==> src/rtl/lv_rac_arb_pkg.sv <==
// Shared constants for the LV register-access arbiter slice, plus the CRC8
// helper used to protect read data returned to requesters.
//   LV_REG_AW / LV_REG_DW / LV_REG_CRC_W : register bank geometry
//   LV_RAC_NUM_REQ, RAC_ID_*             : requester count and fixed indices
//   crc16to8()                           : CRC8 (poly 0x07, init 0, MSB first)
//                                          over a 16-bit {1'b1, addr, data} word
package lv_rac_arb_pkg;

    localparam int unsigned LV_REG_AW      = 7;
    localparam int unsigned LV_REG_DW      = 8;
    localparam int unsigned LV_REG_CRC_W   = 8;

    localparam int unsigned LV_RAC_NUM_REQ = 3;
    localparam int unsigned RAC_ID_SPI     = 0;
    localparam int unsigned RAC_ID_OWT     = 1;
    localparam int unsigned RAC_ID_WDG     = 2;

    localparam int unsigned CRC_IN_W = 1 + LV_REG_AW + LV_REG_DW;
    localparam logic [LV_REG_CRC_W-1:0] CRC8_POLY = 8'h07;

    // Parallel form of the serial LFSR; the loop unrolls into XOR trees.
    function automatic logic [LV_REG_CRC_W-1:0] crc16to8(input logic [CRC_IN_W-1:0] din);
        logic [LV_REG_CRC_W-1:0] crc;
        logic [CRC_IN_W-1:0]     sh;
        logic                    fb;
        crc = '0;
        sh  = din;
        for (int unsigned i = 0; i < CRC_IN_W; i++) begin
            fb  = crc[LV_REG_CRC_W-1] ^ sh[CRC_IN_W-1];
            crc = {crc[LV_REG_CRC_W-2:0], 1'b0} ^ (fb ? CRC8_POLY : '0);
            sh  = sh << 1;
        end
        return crc;
    endfunction

endpackage

==> src/rtl/lv_rac_arb_rr_pick.sv <==
// Combinational round-robin picker.
//   req_i  : request vector
//   last_i : index granted last time; search starts at last_i+1 and wraps
//   vld_o  : at least one request is set
//   idx_o  : winning index (0 when vld_o is low)
module lv_rr_pick #(
    parameter int unsigned NUM_REQ = 3,
    parameter int unsigned IW      = 2
) (
    input  logic [NUM_REQ-1:0] req_i,
    input  logic [IW-1:0]      last_i,
    output logic               vld_o,
    output logic [IW-1:0]      idx_o
);

    int unsigned k;
    logic [IW-1:0] kk;

    always_comb begin
        vld_o = 1'b0;
        idx_o = '0;
        k     = 0;
        kk    = '0;
        for (int unsigned i = 0; i < NUM_REQ; i++) begin
            k  = (32'(last_i) + 1 + i) % NUM_REQ;
            kk = IW'(k);
            if (!vld_o && req_i[kk]) begin
                vld_o = 1'b1;
                idx_o = kk;
            end
        end
    end

endmodule

==> src/rtl/lv_rac_arb.sv <==
// Arbiter/sequencer for the single LV register-bank access port.
// Requesters (0 = SPI slave, 1 = OWT rx, 2 = wdg scan) are served round-robin
// with a level-req / single-cycle-ack handshake. Each access runs
// IDLE -> ISSUE -> WAIT (RD_LAT cycles) -> RESP -> IDLE; all outputs registered.
//   i_clk, i_rst           : clock, asynchronous active-high reset
//   i_arb_en               : low blocks new grants (in-flight access completes)
//   i_req/i_wr/i_addr/i_wdata : per-requester request, direction, packed addr/data
//   o_ack                  : one-hot completion pulse, with o_rdata/o_rcrc/o_err
//   o_reg_*/i_reg_*        : register bank strobes, address, data, addr error
//   o_busy, o_grant_id     : state != IDLE, current or last granted index
// RD_LAT must be >= 1.
module lv_rac_arb
    import lv_rac_arb_pkg::*;
#(
    parameter int unsigned REG_AW    = LV_REG_AW,
    parameter int unsigned REG_DW    = LV_REG_DW,
    parameter int unsigned REG_CRC_W = LV_REG_CRC_W,
    parameter int unsigned NUM_REQ   = LV_RAC_NUM_REQ,
    parameter int unsigned RD_LAT    = 1
) (
    input  logic                        i_clk,
    input  logic                        i_rst,
    input  logic                        i_arb_en,
    input  logic [NUM_REQ-1:0]          i_req,
    input  logic [NUM_REQ-1:0]          i_wr,
    input  logic [NUM_REQ*REG_AW-1:0]   i_addr,
    input  logic [NUM_REQ*REG_DW-1:0]   i_wdata,
    output logic [NUM_REQ-1:0]          o_ack,
    output logic [REG_DW-1:0]           o_rdata,
    output logic [REG_CRC_W-1:0]        o_rcrc,
    output logic                        o_err,
    output logic                        o_reg_rd_en,
    output logic                        o_reg_wr_en,
    output logic [REG_AW-1:0]           o_reg_addr,
    output logic [REG_DW-1:0]           o_reg_wdata,
    input  logic [REG_DW-1:0]           i_reg_rdata,
    input  logic                        i_reg_addr_err,
    output logic                        o_busy,
    output logic [$clog2(NUM_REQ)-1:0]  o_grant_id
);

    localparam int unsigned IW = $clog2(NUM_REQ);
    localparam int unsigned CW = (RD_LAT > 1) ? $clog2(RD_LAT) : 1;

    typedef enum logic [1:0] {
        S_IDLE,
        S_ISSUE,
        S_WAIT,
        S_RESP
    } state_t;

    state_t               state_q, state_d;
    logic [IW-1:0]        last_q, last_d;
    logic [IW-1:0]        gid_q, gid_d;
    logic                 wr_q, wr_d;
    logic [REG_AW-1:0]    addr_q, addr_d;
    logic [REG_DW-1:0]    wdata_q, wdata_d;
    logic                 rd_en_q, rd_en_d;
    logic                 wr_en_q, wr_en_d;
    logic [CW-1:0]        cnt_q, cnt_d;
    logic [NUM_REQ-1:0]   ack_q, ack_d;
    logic [REG_DW-1:0]    rdata_q, rdata_d;
    logic [REG_CRC_W-1:0] crc_q, crc_d;
    logic                 err_q, err_d;
    logic                 busy_q, busy_d;

    logic                 pick_vld;
    logic [IW-1:0]        pick_idx;
    logic                 sel_wr;
    logic [REG_AW-1:0]    sel_addr;
    logic [REG_DW-1:0]    sel_wdata;

    lv_rr_pick #(
        .NUM_REQ (NUM_REQ),
        .IW      (IW)
    ) u_pick (
        .req_i  (i_req),
        .last_i (last_q),
        .vld_o  (pick_vld),
        .idx_o  (pick_idx)
    );

    // Mux out the winning requester's command fields.
    always_comb begin
        sel_wr    = 1'b0;
        sel_addr  = '0;
        sel_wdata = '0;
        for (int unsigned k = 0; k < NUM_REQ; k++) begin
            if (pick_idx == IW'(k)) begin
                sel_wr    = i_wr[k];
                sel_addr  = i_addr[k*REG_AW +: REG_AW];
                sel_wdata = i_wdata[k*REG_DW +: REG_DW];
            end
        end
    end

    always_ff @(posedge i_clk or posedge i_rst) begin
        if (i_rst) begin
            state_q <= S_IDLE;
            last_q  <= IW'(NUM_REQ - 1);
            gid_q   <= '0;
            wr_q    <= 1'b0;
            addr_q  <= '0;
            wdata_q <= '0;
            rd_en_q <= 1'b0;
            wr_en_q <= 1'b0;
            cnt_q   <= '0;
            ack_q   <= '0;
            rdata_q <= '0;
            crc_q   <= '0;
            err_q   <= 1'b0;
            busy_q  <= 1'b0;
        end else begin
            state_q <= state_d;
            last_q  <= last_d;
            gid_q   <= gid_d;
            wr_q    <= wr_d;
            addr_q  <= addr_d;
            wdata_q <= wdata_d;
            rd_en_q <= rd_en_d;
            wr_en_q <= wr_en_d;
            cnt_q   <= cnt_d;
            ack_q   <= ack_d;
            rdata_q <= rdata_d;
            crc_q   <= crc_d;
            err_q   <= err_d;
            busy_q  <= busy_d;
        end
    end

    // Outputs are registered, so each one is computed for the state being
    // entered: strobes are set on IDLE->ISSUE, ack/err on WAIT->RESP.
    always_comb begin
        state_d = state_q;
        last_d  = last_q;
        gid_d   = gid_q;
        wr_d    = wr_q;
        addr_d  = addr_q;
        wdata_d = wdata_q;
        rd_en_d = 1'b0;
        wr_en_d = 1'b0;
        cnt_d   = cnt_q;
        ack_d   = '0;
        rdata_d = rdata_q;
        crc_d   = crc_q;
        err_d   = 1'b0;

        unique case (state_q)
            S_IDLE: begin
                if (i_arb_en && pick_vld) begin
                    state_d = S_ISSUE;
                    last_d  = pick_idx;
                    gid_d   = pick_idx;
                    wr_d    = sel_wr;
                    addr_d  = sel_addr;
                    wdata_d = sel_wdata;
                    rd_en_d = !sel_wr;
                    wr_en_d = sel_wr;
                end
            end
            S_ISSUE: begin
                state_d = S_WAIT;
                cnt_d   = '0;
            end
            S_WAIT: begin
                if (cnt_q == CW'(RD_LAT - 1)) begin
                    state_d = S_RESP;
                    ack_d   = NUM_REQ'(1) << gid_q;
                    err_d   = i_reg_addr_err;
                    if (!wr_q) begin
                        rdata_d = i_reg_rdata;
                        crc_d   = crc16to8({1'b1, addr_q, i_reg_rdata});
                    end
                end else begin
                    cnt_d = cnt_q + 1'b1;
                end
            end
            S_RESP: begin
                state_d = S_IDLE;
            end
            default: begin
                state_d = S_IDLE;
            end
        endcase

        busy_d = (state_d != S_IDLE);
    end

    assign o_ack       = ack_q;
    assign o_rdata     = rdata_q;
    assign o_rcrc      = crc_q;
    assign o_err       = err_q;
    assign o_reg_rd_en = rd_en_q;
    assign o_reg_wr_en = wr_en_q;
    assign o_reg_addr  = addr_q;
    assign o_reg_wdata = wdata_q;
    assign o_busy      = busy_q;
    assign o_grant_id  = gid_q;

endmodule

==> config.mk <==
export PLATFORM = sky130hd
export DESIGN_NAME = lv_rac_arb
export DESIGN_NICKNAME = d
export VERILOG_FILES = /design/src/rtl/lv_rac_arb_pkg.sv /design/src/rtl/lv_rac_arb_rr_pick.sv /design/src/rtl/lv_rac_arb.sv
export SDC_FILE = /design/constraint.sdc
export NUM_CORES = 1
export LEC_CHECK = 0
export CORE_ASPECT_RATIO = 0.7
export CORE_MARGIN = 5
export CORE_UTILIZATION = 25
export CTS_BUF_LIST = sky130_fd_sc_hd__clkbuf_8 sky130_fd_sc_hd__clkbuf_16
export DETAILED_ROUTE_END_ITERATION = 8
export PLACE_DENSITY = 0.6
export SLEW_MARGIN = 20
export SYNTH_ARGS = -nofsm -noshare
export SYNTH_HDL_FRONTEND = slang
export SYNTH_HIERARCHICAL = 1
export SYNTH_SLANG_ARGS = --single-unit
==> constraint.sdc <==
create_clock -name i_clk -period 2.7 [get_ports i_clk]
set_input_delay 0.54 -clock i_clk [delete_from_list [all_inputs] [get_ports i_clk]]
set_output_delay 0.54 -clock i_clk [all_outputs]
set_load 0.02 [all_outputs]
-- Yosys cells after proc, flatten, opt, wreduce, memory -nomap -nowiden
Index checks and enable logic that the tools add are counted.
- register bits: 46
- bits of input ports: 63
- output and inout bits: 40
- div/mod/pow operators: 3
- order comparisons: 3
- multiplexer cells: 49
- shifts and indexed selects: 1
- $add $sub $neg: 4
- bitwise operators: 31
- reduce and logical (&&, ||, !) cells: 12
- eq/ne operators: 5
- operator list (operator ; count):
    $mod 32x2->32 const B ; 3
    $xor 8x3->8 ; 11
    $mux 3 ; 17
    $add 32x1->32 const B ; 1
    $add 32x2->32 const B ; 1
    $mux 8 ; 3
    $mux 7 ; 3
    $mux 1 ; 16
    $mux 2 ; 5
    $xor 1x1->1 ; 10
    $lt 2x3->1 const B ; 3
    $pmux 2 s4 ; 1
    $xor 7x3->7 ; 1
    $bmux 1 s2 ; 3
    $eq 2x2->1 const B ; 3
    $xor 6x3->6 ; 1
    $xor 5x3->5 ; 1
    $eq 2x1->1 const B ; 2
    $logic_not 2->1 ; 2
    $reduce_bool 2->1 ; 2
    $xor 1x1->1 const A ; 4
    $add 2x1->3 const B ; 1
    $logic_and 1x1->1 ; 3
    $logic_not 1->1 ; 3
    7 further kinds ; 8

-- Logic depth before layout (Yosys ltp)
- depth in word-level cells: 36
- mapped depth: 11

-- Hierarchy
The synthesis kept the hierarchy.
- by module, submodules not included (module ; cells each ; instances ; area an instance (µm²)):
    lv_rac_arb ; 217 ; 1 ; 2255.9
    lv_rr_pick ; 20 ; 1 ; 131.4

-- Worst setup path after synthesis
No wires, ideal clock.
- path type: register to register
- start point: register last_q[1]
- end point: register wdata_q[7] (netlist: o_reg_wdata[7])
- period minus slack after synthesis: 2.168 ns
- library setup time: 0.136 ns
- path slack: 0.532 ns
- arrival: 2.031 ns
- stages on the path, launching flop included: 11
- cells stage by stage: dfstp_2 ha_1 nor2b_1 o21ai_0 a21oi_1 buf_2 buf_2 mux2i_1 nor2_1 a21oi_1 o21ai_0
- cells in the longest elaborated chain, start to end: 15
- ends and longest elaborated chain (item ; RTL line ; text):
    start, declared ; lv_rac_arb.sv:53 ; logic [IW-1:0] last_q, last_d;
    start signal, assigned ; lv_rac_arb.sv:100 ; last_q <= IW'(NUM_REQ - 1);
    start signal, assigned ; lv_rac_arb.sv:115 ; last_q <= last_d;
    $add 2x1->3 (*) ; lv_rac_arb_rr_pick.sv:25 ; k = (32'(last_i) + 1 + i) % NUM_REQ;
    parallel branches: the longest is 9 deep, another holds $add 32x1->32 ; n/a ;
    $mux 2 (*) ; lv_rac_arb_rr_pick.sv:27 ; if (!vld_o && req_i[kk]) begin
    via pick_idx[0] ; lv_rac_arb.sv:68 ; logic [IW-1:0] pick_idx;
    $logic_not 2->1 ; lv_rac_arb.sv:89 ; if (pick_idx == IW'(k)) begin
    $mux 8 (2 in a row) ; lv_rac_arb.sv:89 ;
    $mux 8 (*) ; lv_rac_arb.sv:89 ;
    end signal, assigned ; lv_rac_arb.sv:119 ; wdata_q <= wdata_d;
    end, declared ; lv_rac_arb.sv:57 ; logic [REG_DW-1:0] wdata_q, wdata_d;
Mark *: on every way through the listed nets, which the timed path passes. The select of a mux whose other input is x is not followed.
A chain may end at the register's enable or synchronous reset.

-- Final worst setup path
- start point: register last_q[1]
- end point: register wr_q
- cells in the longest elaborated chain, start to end: 15
- ends and longest elaborated chain (item ; RTL line ; text):
    $add 2x1->3 (*) ; lv_rac_arb_rr_pick.sv:25 ;
    parallel branches: the longest is 9 deep, another holds $add 32x1->32 ; n/a ;
    $mux 2 (*) ; lv_rac_arb_rr_pick.sv:27 ;
    via pick_idx[0] ; lv_rac_arb.sv:68 ;
    $logic_not 2->1 ; lv_rac_arb.sv:89 ;
    $mux 1 (2 in a row) ; lv_rac_arb.sv:89 ;
    $mux 1 (*) ; lv_rac_arb.sv:89 ;
    end signal, assigned ; lv_rac_arb.sv:117 ; wr_q <= wr_d;
    end, declared ; lv_rac_arb.sv:55 ; logic wr_q, wr_d;
Marks and branches as above.

==> results.md <==
* RSZ-0062 raised after global routing: false
* CP Data Required Time at roughly 2.9 ns
* Clock Tree Root: clkbuf_16
* R2r setup slk at 0.34 ns
* Met3 Wirelength at 608 µm
* # nets final at between 400 and 500
* CTS tree: done
* Reg clk slew, reported paths at ~0.06 ns
* Vias at roughly 2000
* Metal-1 WL at 3051 µm
* First-pass GRT wire length at ~11000 µm
* Setup CP Type: register to register
* # DRC at 0
* CTS buffer count at 5
* GRT Residual Overflow at 0
* Worst r2r path cells at 9
* Dominant cells by area after synthesis: dfrtp_1, xnor2_1, mux2i_1, nand2_1, a21oi_1
* Power Dens Cells at between 1000 and 1500 nW/µm²
* P&R area growth vs syn at 56.18%
* Setup_tns at 0 ns
* Largest net degree at the start of global routing at 35
* Slew headroom at 0.4329
* CTS H-tree depth at 2
* Worst VDD drop at 0.3423 mV
* HP Start: o_rcrc[6]
* Yosys cell types at 32
* Row count at 29
* Sw Share at 0.3875
* Hold Path Stages at 2
* P_int at between 0.002 and 0.003 W
* Final wirelength at between 6000 and 7000 µm
* GPL Wtd Cong at around 0.77
* Max Cap Violations at 0
* Die Ht at ~92 µm
* Overall Global Routing Usage at 0.1170
* Design area at 3729 µm²
* Lkg Pwr at roughly 1.6 nW
* Clock Skew at roughly 0.0061 ns
* Die area at around 12000 µm²
* Core area at between 9000 and 10000 µm²
* Delay-heaviest family, CP: compound AO/OA/AOI/OAI gates
* CP Capture Type: register
* Final Critical Period at between 2 and 2.5 ns
* Worst skew pair latency at ~0.28 ns
* Post-synthesis async set-or-reset flop share at 1.000
* Worst slew pin tran at about 0.85 ns
* Flops & latches, synth at 44
* Initial Util at 0.2601
* # diodes at 0
* # IOs at just over 100
* CP cell instances: ha_1, nor2b_1, o21ai_0, a21oi_2, buf_4, mux2i_1, nor2_1, a21oi_1, a21oi_1
* DRT iter0 DRCs at 44
* Layout cells sized above 1 at 0.09677
* Max incr delay on CP at approximately 0.55 ns
* Die X at approximately 130 µm
* DP Wirelength at 5443 µm
* Crit Path Max Fanout at 17
* Status: finished, final reports clean
* Setup violators final at 0
* Clk pwr share at 0.148
* Drt pass-1 iters at 4
* RR Startpoint: last_q[1]
* Most common cell in the netlist: dfrtp_1
* Postcts setup bufs at 0
* Min-delay worst type: register to register
* Hold Fails Final Rpt at 0
* Crit-path slowest cell: dfstp_2
* IO Port Bufs at roughly 100
* Cell mode on critical path: a21oi_1
* Startpoint Class: register
* Critical R2R Capture: wr_q
* Worst Hold End: o_rcrc[6]
* Vias in the first global route at between 2000 and 2500
* Number of synthesized flops with an enable pin at 0
* Part of the power in combinational logic at 0.594
* Hold WS at roughly 0.48 ns
* Fin crit share at 0.8727
* Sequential cell area fraction in the yosys report at 0.4617
* Synthesis Warnings at 6
* Overall power at 0.004561 W
* Seq pwr share at 0.258
* Maximum clock insertion buffer count at 2
* Most common library cells after synthesis: dfrtp_1, nand2_1, a21oi_1
* Syn Nets at 305
* Crit path DAT at 2.51 ns
* Syn avg cell area at just over 10 µm²
* Met2 WL post-DR at 3010 µm
* Top-area cell type share of the netlist area at 0.4507
* Cells after Synth at between 200 and 250
* Fin. max-slew vios at 0
* Via density at around 4.2
* Placed Area at approximately 3600 µm²
* Switching pwr at between 0.0015 and 0.002 W
* Highest routed layer: met4
* Largest area contributor in the netlist: dfrtp_1
* Max Clk Rate at ~0.42 GHz
* Layout Utilization at 0.4062
* Resize count post-CTS at 0
* Post-Syn Area at between 2000 and 2500 µm²
* Initial antenna violation count at 0
* Crit path buf inv count at 1
* CTS Sinks at between 40 and 50
* Synth Flop Type: dfrtp_1
* Post-route ant nets at 0
* Routed length per placed instance at 14.44 µm
* Hold buffers post-CTS at 0
[routing by layer]
layer	GRT usage	up-vias
met1	0.1478	895
met5	0	-
met3	0.04762	2
li1	-	998
met2	0.1897	65
met4	0.02411	0
[cells by family (layout without fill, tap and decap cells)]
kind of cell,Yosys count,in the layout,synth area share
flip-flops,44,44,0.4617
buffers and inverters,20,124,0.03512
multiplexers,25,25,0.1095
XOR/XNOR,28,28,0.1384
AND/OR/NAND/NOR,64,64,0.1137
AO/OA/AOI/OAI,50,50,0.1106
adder cells (fa/ha/maj),6,6,0.03092
[sequential cells by signal, summed over array words and instances (netlist names)]
name / flops
wr_q: 1
o_reg_rd_en: 1
o_ack: 3
state_q: 2
o_err: 1
o_reg_addr: 7
o_reg_wr_en: 1
o_reg_wdata: 8
o_grant_id: 1
o_rcrc: 8
o_rdata: 8
last_q: 2
o_busy: 1
[power by group through the flow]
stage / Combinational (W) / Sequential, W / Clock (W)
2_1_floorplan: 0.00150 / 0.00147 / 0
3_3_place_gp: 0.00271 / 0.00119 / 0
3_5_place_dp: 0.00275 / 0.00120 / 0
4_1_cts: 0.00276 / 0.00119 / 0.000695
5_1_grt: 0.00298 / 0.00123 / 0.000720
6_report: 0.00271 / 0.00118 / 0.000675
[stage by stage]
stage	std cells	setup slack, ns
after floorplan	237	0.5324
after global placement	457	-0.2453
after detailed placement	457	0.08529
after CTS	465	0.3134
after global routing	465	0.1516
final	465	0.3437
[cell usage in the layout, fill, tap and decap left out, types with 4 or more instances in the layout]
| cell type | count |
|---|---|
| a21oi_1 | 21 |
| ha_1 | 5 |
| inv_1 | 7 |
| mux2_2 | 9 |
| nand2_1 | 31 |
| clkbuf_16 | 5 |
| clkdlybuf4s50_1 | 102 |
| buf_4 | 7 |
| nor2_1 | 21 |
| o21ai_1 | 5 |
| xnor3_1 | 4 |
| mux2i_1 | 16 |
| dfrtp_1 | 43 |
| xnor2_1 | 19 |
| o21ai_0 | 20 |
[layout make-up]
class / instances / area [µm²]
Clock inverter: 3 / 38.79
Tap cell: 124 / 155.1
Clock buffer: 5 / 125.1
Fill cell: 927 / 5451
Multi-Input combinational cell: 173 / 1207
Timing Repair Buffer: 109 / 1074
Inverter: 7 / 26.28
Sequential cell: 44 / 1102
[worst register-to-register path: stages (launching register included)]
cell	delay (ns)
dfstp_2	0.55
ha_1	0.25
nor2b_1	0.20
o21ai_0	0.13
a21oi_2	0.20
buf_4	0.31
mux2i_1	0.24
nor2_1	0.05
a21oi_1	0.20
a21oi_1	0.10
[worst max path at each step]
stage	startpoint	end	slack (ns)	depth (start not counted)
detailed placement	i_req[2]	o_reg_rd_en	0.09	6
floorplan	last_q[1]	o_reg_wdata[7]	0.53	10
finish	last_q[1]	wr_q	0.34	9
CTS	last_q[1]	wr_q	0.31	9
global placement	i_req[2]	o_reg_rd_en	-0.25	6
global route	last_q[1]	wr_q	0.15	9
Power figures use the tool's default switching activity.
